### src/rtl/rf_wb_arbiter.sv
// Register-file write-port arbiter: merges never-stalled pipeline W-stage writes with
// late results queued in a small FIFO. Optional trace output under RF_WB_TRACE_EN.
module rf_wb_arbiter #(
    parameter int DEPTH = 4,
    parameter int PTR_W = 2
) (
    input  logic        clk,
    input  logic        reset,
    input  logic        p_wr,
    input  logic [4:0]  p_a3,
    input  logic [31:0] p_wd,
    input  logic [31:0] p_pc,
    input  logic [31:0] p_instr,
    input  logic        l_valid,
    output logic        l_ready,
    input  logic [4:0]  l_a3,
    input  logic [31:0] l_wd,
    input  logic [31:0] l_pc,
    input  logic [31:0] l_instr,
    output logic        RF_wr,
    output logic [4:0]  A3,
    output logic [31:0] WD,
    output logic [31:0] PC,
    output logic [31:0] Instr,
    output logic [31:0] busy,
    output logic        conflict
);

    localparam logic [PTR_W:0] FULL_CNT = (PTR_W+1)'(DEPTH);

    // Late-result queue storage; live marks an entry that will still be written.
    logic [4:0]       r_q_a3    [DEPTH];
    logic [31:0]      r_q_wd    [DEPTH];
    logic [31:0]      r_q_pc    [DEPTH];
    logic [31:0]      r_q_instr [DEPTH];
    logic [DEPTH-1:0] r_q_live;
    logic [PTR_W-1:0] r_rd_ptr;
    logic [PTR_W-1:0] r_wr_ptr;
    logic [PTR_W:0]   r_count;

    logic             r_rf_wr;
    logic [4:0]       r_a3;
    logic [31:0]      r_wd;
    logic [31:0]      r_pc;
    logic [31:0]      r_instr;
    logic             r_conflict;

    logic             w_push;
    logic             w_pop;
    logic             w_p_issue;
    logic             w_l_issue;
    logic             w_nonempty;
    logic [DEPTH-1:0] w_kill;
    logic [31:0]      w_busy;
    logic             w_nxt_wr;
    logic [4:0]       w_nxt_a3;
    logic [31:0]      w_nxt_wd;
    logic [31:0]      w_nxt_pc;
    logic [31:0]      w_nxt_instr;

    // Late port handshake: an entry transfers on a rising edge where l_valid && l_ready;
    // l_ready depends only on the stored count, never on l_valid or the pop decision.
    assign l_ready    = (r_count < FULL_CNT);
    assign w_push     = l_valid && l_ready;
    assign w_nonempty = (r_count != '0);

    // A pipeline write to $0 is a no-op and leaves the slot to the FIFO.
    assign w_p_issue  = p_wr && (p_a3 != 5'd0);
    assign w_pop      = !w_p_issue && w_nonempty;
    assign w_l_issue  = w_pop && r_q_live[r_rd_ptr];

    always_comb begin
        w_kill = '0;
        for (int i = 0; i < DEPTH; i++) begin
            w_kill[i] = w_p_issue && r_q_live[i] && (r_q_a3[i] == p_a3);
        end
    end

    always_comb begin
        w_busy = '0;
        for (int r = 1; r < 32; r++) begin
            for (int i = 0; i < DEPTH; i++) begin
                if (r_q_live[i] && (r_q_a3[i] == 5'(r))) begin
                    w_busy[r] = 1'b1;
                end
            end
        end
    end

    always_comb begin
        w_nxt_wr    = 1'b0;
        w_nxt_a3    = r_a3;
        w_nxt_wd    = r_wd;
        w_nxt_pc    = r_pc;
        w_nxt_instr = r_instr;
        if (w_p_issue) begin
            w_nxt_wr    = 1'b1;
            w_nxt_a3    = p_a3;
            w_nxt_wd    = p_wd;
            w_nxt_pc    = p_pc;
            w_nxt_instr = p_instr;
        end else if (w_l_issue) begin
            w_nxt_wr    = 1'b1;
            w_nxt_a3    = r_q_a3[r_rd_ptr];
            w_nxt_wd    = r_q_wd[r_rd_ptr];
            w_nxt_pc    = r_q_pc[r_rd_ptr];
            w_nxt_instr = r_q_instr[r_rd_ptr];
        end
    end

    always_ff @(posedge clk) begin
        if (w_push) begin
            r_q_a3[r_wr_ptr]    <= l_a3;
            r_q_wd[r_wr_ptr]    <= l_wd;
            r_q_pc[r_wr_ptr]    <= l_pc;
            r_q_instr[r_wr_ptr] <= l_instr;
        end
    end

    always_ff @(posedge clk or negedge reset) begin
        if (!reset) begin
            r_q_live <= '0;
            r_rd_ptr <= '0;
            r_wr_ptr <= '0;
            r_count  <= '0;
        end else begin
            // The slot being pushed is never occupied, so a same-register kill cannot touch it.
            for (int i = 0; i < DEPTH; i++) begin
                if (w_push && (r_wr_ptr == PTR_W'(i))) begin
                    r_q_live[i] <= (l_a3 != 5'd0);
                end else if (w_kill[i] || (w_pop && (r_rd_ptr == PTR_W'(i)))) begin
                    r_q_live[i] <= 1'b0;
                end
            end
            if (w_push) begin
                r_wr_ptr <= r_wr_ptr + PTR_W'(1);
            end
            if (w_pop) begin
                r_rd_ptr <= r_rd_ptr + PTR_W'(1);
            end
            if (w_push && !w_pop) begin
                r_count <= r_count + (PTR_W+1)'(1);
            end else if (!w_push && w_pop) begin
                r_count <= r_count - (PTR_W+1)'(1);
            end
        end
    end

    always_ff @(posedge clk or negedge reset) begin
        if (!reset) begin
            r_rf_wr    <= 1'b0;
            r_a3       <= '0;
            r_wd       <= '0;
            r_pc       <= '0;
            r_instr    <= '0;
            r_conflict <= 1'b0;
        end else begin
            r_rf_wr    <= w_nxt_wr;
            r_a3       <= w_nxt_a3;
            r_wd       <= w_nxt_wd;
            r_pc       <= w_nxt_pc;
            r_instr    <= w_nxt_instr;
            r_conflict <= r_conflict | (|w_kill);
        end
    end

`ifdef RF_WB_TRACE_EN
    always @(posedge clk) begin
        if (reset && w_nxt_wr) begin
            $display("%h @%h: $%d <= %h", w_nxt_instr, w_nxt_pc, w_nxt_a3, w_nxt_wd);
        end
        if (reset && (|w_kill)) begin
            $display("WB CONFLICT $%d", p_a3);
        end
    end
`else
    // Trace disabled: the write port behaves identically, only the log is absent.
`endif

    assign RF_wr    = r_rf_wr;
    assign A3       = r_a3;
    assign WD       = r_wd;
    assign PC       = r_pc;
    assign Instr    = r_instr;
    assign busy     = w_busy;
    assign conflict = r_conflict;

endmodule

### config.mk
export PLATFORM = sky130hd
export DESIGN_NAME = rf_wb_arbiter
export DESIGN_NICKNAME = d
export VERILOG_FILES = /design/src/rtl/rf_wb_arbiter.sv
export SDC_FILE = /design/constraint.sdc
export NUM_CORES = 1
export LEC_CHECK = 0
export BUFFER_PORTS_ARGS = -buffer_cell sky130_fd_sc_hd__buf_4
export CAP_MARGIN = 30
export CORE_ASPECT_RATIO = 1.4
export CORE_MARGIN = 1
export CORE_UTILIZATION = 57
export DETAILED_ROUTE_END_ITERATION = 12
export GPL_TIMING_DRIVEN = 0
export PLACE_DENSITY = 0.8
export SYNTH_ARGS = -nofsm -noshare
export SYNTH_HDL_FRONTEND = slang
export SYNTH_SLANG_ARGS = --single-unit
### constraint.sdc
create_clock -name clk -period 3.9 [get_ports clk]
set_clock_uncertainty 0.1 [all_clocks]
set_input_delay 0.78 -clock clk [delete_from_list [all_inputs] [get_ports clk]]
set_output_delay 0.78 -clock clk [all_outputs]
set_load 0.02 [all_outputs]
# Word-level counts from Yosys, hierarchy flattened
# Memory sizes are Yosys's and may differ from the RTL's.
# Index checks and enable logic that the tools add are counted.
# classes
mul	0
reduce_logical	165
bitwise_logic	1
addsub	4
n_div	0
n_eq_ne	134
n_shift	0
magnitude_cmp	2
muxes	148
# ops
op	n
$eq A5 B5 Y1 const B	64
$mux W32	6
$eq A5 B4 Y1 const B	32
$logic_and A1 B1 Y1	146
$mux W1	137
$eq A5 B3 Y1 const B	16
$eq A5 B2 Y1 const B	8
$eq A5 B1 Y1 const B	4
$eq A5 B5 Y1	4
$reduce_bool A2 Y1	6
$mux W5	2
$reduce_bool A5 Y1	2
$eq A2 B2 Y1 const B	4
$mux W3	2
$add A2 B1 Y2 const B	2
$eq A2 B1 Y1 const B	2
$logic_not A2 Y1	2
$logic_or A1 B1 Y1	4
$reduce_or A4 Y1	1
$add A3 B1 Y3 const B	1
$logic_not A1 Y1	3
$lt A2 B3 Y1 const B	1
$lt A3 B3 Y1 const B	1
$reduce_bool A3 Y1	1
3 further kinds	3
# word_totals
word_cells	471
latch_bits	0
reg_bits	114
input_bits	206
mem_count	4
romBits	0
ram_bits	404
# mem_list
memory	words	width	read_ports	rd_ports_with_merged_regs	write_ports	line	rtl
r_q_instr	4	32	1	0	1	35	logic [31:0] r_q_instr [DEPTH];
r_q_pc	4	32	1	0	1	34	logic [31:0] r_q_pc [DEPTH];
r_q_wd	4	32	1	0	1	33	logic [31:0] r_q_wd [DEPTH];
r_q_a3	4	5	5	0	1	32	logic [4:0] r_q_a3 [DEPTH];

# Logic depth before layout (Yosys ltp)
# Gate-level depths: netlist of run 1.
# logic_depth
word_depth	8
mapped_depth	13
depth_no_buf	10

# Worst setup path before layout of run 1
# OpenSTA, ideal clock, no wires.
# synth_timing
kind	input port to flip-flop
from	input port l_valid
to	memory r_q_a3[2][0] (enable)
t_required_ns	3.346
t_arrival_ns	3.225
setup_ns	0.454
n_path_buf	1
cell_stages	4
path_slack_ns	0.121
path_cell_list	nor2b_1 -> clkbuf_1 -> nand2_1 -> inv_1
# synth_between
elab_chain_cells	3
# synth_lines
item	line	rtl
start, declared	14	input logic l_valid,
$logic_and A1 B1 Y1	64	assign w_push = l_valid && l_ready;
net w_push	48	logic w_push;
$mux W1	112	if (w_push) begin
$mux W1 (not written as such)	113	r_q_a3[r_wr_ptr] <= l_a3;
end, declared	32	
# The timed path passes the listed nets, and every way through them passes these cells.

# Worst setup path in the final report of run 1
# layout_timing
from	register r_q_live[0]
to	output port busy[19]
# layout_between
elab_chain_cells	5
# layout_lines
item	line	rtl
start, declared	36	logic [DEPTH-1:0] r_q_live;
start signal, assigned by index	130	r_q_live[i] <= (l_a3 != 5'd0);
$logic_and A1 B1 Y1	83	if (r_q_live[i] && (r_q_a3[i] == 5'(r))) begin
$mux W1 (4 in series)	83	
end, declared	25	output logic [31:0] busy,
# No other way between the ends.

==> flow_summary.toml, run 1 <==
[clock_tree]
clkLatencyLatePin_ps = 550
htree_num_levels = 2
clockBufferDepth = 3
cts_setup_buffers = 0
post_cts_resized = 0
cts_buffers = 47
cts.sinks = 518
hold_buffers = 0
path_clk_slew_ps = 70
cts_tree = "built"
root_buffer = "clkbuf_16"

[detailed_routing]
drtAntennaViolNets = 0
drt-total-wl_mm = 54.3
wl_per_cell_um = 26.7
post-route-drc-count = 0
dr.first_iter.drc_count = 794
drtPass1Iterations = 5
routed_via_density = 6.00
dr_total_vias = 12200

[logic_synthesis]
syn_avg_cell_area_um2 = 19.1
ys_ff_latch = 518
synthArstFlopShare_pct = 22.0
yosys.cell_types.count = 51
syn-instance-count = 1134
synth_nets = 1350
yosys-top-cells-area = "edfxtp_1, dfrtp_1, mux4_2"
ys.flop_type = "edfxtp_1"
ys_seq_area_share_pct = 69.2
synth_edf_count = 404
synth_top_cell_by_area = "edfxtp_1"
yosys_warnings = 0
synth_area_um2 = 21700
synth.top_cell.area_share_pct = 56.0

[timing]
maxSlewViolCount = 0
slew_headroom_pct = 27.7
period_needed_ps = 3540
hold_violations = 0
setup_viol = 0
worst_pin_slew_ps = 1080
setup_tns_ps = 0
max_freq_mhz = 282
rsz0062_at_grt = "no"
holdWs_ps = 11.8
worst_slack_ps = 357
fin_crit_sh_pct = 90.9

[worst_setup_path]
cp.arrival_ps = 2660
slowest_stage = "nor3_1"
worstPathCellList = "nand2_1, nor3_1, a31oi_1, o221ai_1, buf_4"
critPathRequiredTime_ps = 3020
worstSetupPathType = "reg2out"
crit_family = "simple AND/OR/NAND/NOR gates"
r2r-start = "r_rd_ptr[1]"
r2r_setup_slack_ps = 830
endpoint_kind = "output pin"
slowest_delay_ps = 850
crit_path_start_kind = "register"
critPathBufInv = 1
worstRegToRegCells = 5
worstReg2RegEnd = "WD[11]"
path_max_fanout = 8
cp_num_cells = 5

[placed_design]
place_ws_ps = 71.5
gp_congestion = 0.945
io_buffers = 335
place.detailed.hpwl_mm = 37.6

[global_routing]
grt_pass1_vias = 12900
overflow = 0
grt_max_degree = 85
grt_first_pass_wirelength_mm = 79.9
grt_usage_pct = 28.3
antenna_found_initial = 3

[run_status]
outcome = "finished, final reports clean"

[die]
core-area_um2 = 37500
dieArea_um2 = 38800
die_w_um = 167
fp.dieH_um = 233
top_level_ports = 342
start_util_pct = 57.7
num_rows = 84

[layout]
fillCellCount = 2371
drive_above_1_share_pct = 48.4
final_common_cell = "edfxtp_1"
final_cell_mix = "edfxtp_1, buf_4, mux2_2"
num-nets-final = 1739
area.growth.synth_to_final_pct = 22.7
final_core_util_pct = 70.8

[power]
power_leakage_uw = 0.00985
p_per_area_nw_per_um2 = 720
vdd_drop_max_mv = 0.520

[min_path]
hold_path_class = "in2async"

[run]
cap_viol_max_count = 0
[per-layer routing]
layer	vias up	wire, um	global-route usage, %
li1	5334	-	-
met1	6296	19600	32.4
met2	453	29300	51.4
met3	129	3190	5.70
met4	2	2220	12.2
met5	-	11	0
[registers in the layout, indices dropped and copies added (netlist names)]
name / count
WD: 32
conflict: 1
r_rd_ptr: 2
A3: 5
r_q_wd: 128
r_q_live: 4
r_q_instr: 128
r_wr_ptr: 2
r_count: 3
Instr: 32
r_q_pc: 128
RF_wr: 1
r_q_a3: 20
PC: 32
[cell usage after synthesis, types with 3 or more instances]
| cell | number |
|---|---|
| or3_1 | 4 |
| a211o_1 | 3 |
| nor2_1 | 20 |
| o21ai_0 | 7 |
| xor2_1 | 17 |
| inv_1 | 14 |
| nor3_1 | 3 |
| mux2_2 | 166 |
| nand4b_1 | 4 |
| clkbuf_1 | 39 |
| mux2i_1 | 5 |
| a41o_1 | 4 |
| dfrtp_1 | 114 |
| nand2b_1 | 11 |
| nor4_1 | 4 |
| a221o_1 | 3 |
| nor2b_1 | 13 |
| buf_2 | 15 |
| buf_6 | 13 |
| nand3_1 | 13 |
| edfxtp_1 | 404 |
| nor3b_1 | 3 |
| xnor2_1 | 8 |
| mux4_2 | 102 |
| ha_1 | 9 |
| mux2_4 | 27 |
| o22ai_1 | 8 |
| or2_2 | 4 |
| nand2_1 | 24 |
| a22oi_1 | 6 |
| o22a_1 | 9 |
| nand4_1 | 9 |
| o221ai_1 | 21 |
| and2_1 | 3 |
[through the flow]
stage / instances / instance area [um2] / total power [uW]
after CTS: 2034 / 26600 / 19300
after global placement: 1942 / 24800 / 14300
final: 2036 / 26600 / 19100
after global routing: 2036 / 26600 / 19900
after floorplan: 1134 / 21700 / 12000
after detailed placement: 1947 / 24900 / 14400
[worst register-to-register path, cell delays in order, from the launching register on]
cell and delay [ps]:
dfrtp_1 470, clkbuf_1 710, clkbuf_1 710, mux4_2 440, mux2_2 280, mux2_4 250
[report_power, final]
part | internal, uW | total, uW | switching, uW
logic | 3210 | 6560 | 3340
registers | 7200 | 7740 | 536
clock network | 2840 | 4840 | 2000
[how the worst max path moves through the flow]
stage	startpoint	to	slack [ps]
after detailed placement	p_a3[3]	r_count[1]	70
after floorplan	l_valid	r_q_a3[2][0]	120
after CTS	r_q_live[0]	busy[19]	450
after global placement	l_valid	r_q_instr[0][13]	-1730
after global routing	r_q_a3[1][3]	busy[7]	330
final	r_q_live[0]	busy[19]	360
[cell type report]
type	instances	area, um2	share of cell area (%)
antenna	2	5.00	0.0188
clock buffer	61	1340	5.05
sequential	518	15000	56.4
multi-input combinational	531	6230	23.5
buffer	71	390	1.47
inverter	14	72.6	0.273
timing repair buffer	340	2660	9.99
tap	473	592	2.23
clock inverter	26	303	1.14
[logic make-up after synthesis]
logic type | count (synthesis) | share of synthesized area [%]
other | 1 | 0.0173
buffers and inverters | 85 | 2.04
adders and majority gates | 10 | 0.612
and+or+nand+nor | 119 | 2.92
muxes | 300 | 21.3
AOI/OAI and AO/OA | 76 | 2.89
xor gates and xnor gates | 25 | 1.01
DFF | 518 | 69.2
Power figures use the tool's default switching activity.
==> inputs of run 2 (changes only) <==
- PLACE_DENSITY: 0.8 -> 0.78
==> run 2 against run 1 <==
Net effect: sequential share of layout area shrank 0.21 points; total power is 0.93% higher; sequential power about the same; global-route usage decreased by 0.24 points; largest cell class unchanged.
==> flow_summary.toml, run 2 (synthesis results as in run 1) <==
[run_status]
outcome = "finished, final reports clean"

[die]
dieArea_um2 = 38800
num_rows = 84
top_level_ports = 342
fp.dieH_um = 233
start_util_pct = 57.7
die_w_um = 167
core-area_um2 = 37500

[timing]
rsz0062_at_grt = "no"
fin_crit_sh_pct = 87.9
period_needed_ps = 3430
setup_viol = 0
max_freq_mhz = 292
worst_slack_ps = 470
worst_pin_slew_ps = 914
maxSlewViolCount = 0
slew_headroom_pct = 39.1
hold_violations = 0

[clock_tree]
cts_buffers = 49
cts.sinks = 518
path_clk_slew_ps = 60
cts_tree = "built"
clockBufferDepth = 3
htree_num_levels = 2
cts_setup_buffers = 0
root_buffer = "clkbuf_16"
hold_buffers = 0
post_cts_resized = 0
clkLatencyLatePin_ps = 570

[detailed_routing]
highest_layer = "met4"
routed_via_density = 5.98
met1_length_mm = 19.4
wl_per_cell_um = 26.1
wl_met2_mm = 28.7
post-route-drc-count = 0
dr.first_iter.drc_count = 943
drtPass1Iterations = 5
dr_total_vias = 12200
routed-wl-met3_mm = 3.20
drt-total-wl_mm = 53.3
drtAntennaViolNets = 0

[layout]
top_regs = "r_q_instr: 128 flops, r_q_pc: 128 flops, r_q_wd: 128 flops"
layout.cells.non_filler = 2043
area.growth.synth_to_final_pct = 23.2
final_common_cell = "edfxtp_1"
fillCellCount = 2403
final_cell_mix = "edfxtp_1, buf_4, mux2_2"
drive_above_1_share_pct = 48.1
num-nets-final = 1741
finalInstanceArea_um2 = 26700

[worst_setup_path]
endpoint_kind = "output pin"
cp.arrival_ps = 2550
worstRegToRegCells = 5
crit_path_start_kind = "register"
critPathRequiredTime_ps = 3020
path_max_fanout = 7
worstSetupPathType = "reg2out"

[placed_design]
place_ws_ps = 116
placed_cell_area_um2 = 24900
io_buffers = 335
gp_congestion = 0.950
dp_cells = 1947
place.detailed.hpwl_mm = 36.8

[run]
cap_viol_max_count = 0

[global_routing]
grt_first_pass_wirelength_mm = 80.1
grt_max_degree = 72
overflow = 0
grt_pass1_vias = 13100
grt_usage_pct = 28.0
antenna_found_initial = 4

[power]
p_per_area_nw_per_um2 = 724
finalPower_uw = 19300
power_leakage_uw = 0.00990
vdd_drop_max_mv = 0.636

[min_path]
hold_path_class = "in2async"
-- run 2: cell count changes in the layout (fill, tap and decap cells not counted), moves of 2 or more --
cell / previous run / this run
bufinv_16: 6 / 9
clkbuf_1: 45 / 43
clkbuf_8: 5 / 3
clkinv_1: 2 / 10
clkinvlp_4: 4 / 1
diode_2: 2 / 4
-- run 2: through the flow --
step	setup TNS [ps]	hold slack, ps	utilization (%)
finish	0	73.1	71.1
global route	0	108	71.1
global placement	-705120	391	66.0
floorplan	0	384	-
detailed placement	0	397	66.4
CTS	0	76.9	71.1
-- run 2: cell type report --
class | count | area, um2 | area share [%]
inverter | 14 | 72.6 | 0.272
timing repair buffer | 340 | 2660 | 9.96
antenna | 4 | 10.0 | 0.0375
multi-input combinational | 531 | 6230 | 23.4
clock buffer | 57 | 1310 | 4.90
buffer | 71 | 390 | 1.46
clock inverter | 35 | 433 | 1.62
tap | 473 | 592 | 2.22
sequential | 518 | 15000 | 56.2
-- run 2: final timing paths --
| kind | from | to | slack [ps] |
|---|---|---|---|
| setup reg to reg | r_rd_ptr[1] | WD[12] | 780 |
| max in group asynchronous | reset | Instr[14] | 2830 |
| min in group clk | l_pc[0] | r_q_pc[3][0] | 300 |
| hold / removal | reset | WD[18] | 70 |
| hold reg to reg | Instr[25] | Instr[25] | 410 |
| setup / recovery | r_q_a3[0][4] | busy[10] | 470 |
-- run 2: power breakdown --
group / total [uW] / switching [uW] / internal, uW
registers: 7730 / 521 / 7200
logic: 6540 / 3330 / 3210
clock network: 5050 / 2030 / 3010
-- run 2: routing by layer --
metal | vias to the layer above | track usage, %
met5 | - | 0
met4 | 0 | 12.2
met3 | 112 | 5.48
met2 | 470 | 49.8
met1 | 6272 | 33.3
li1 | 5358 | -
-- run 2: worst max-delay path: stages (launching register included) --
cell and delay (ps):
edfxtp_1 480, nand2b_1 210, nor3b_1 740, a22oi_1 210, o221ai_1 150, buf_4 190
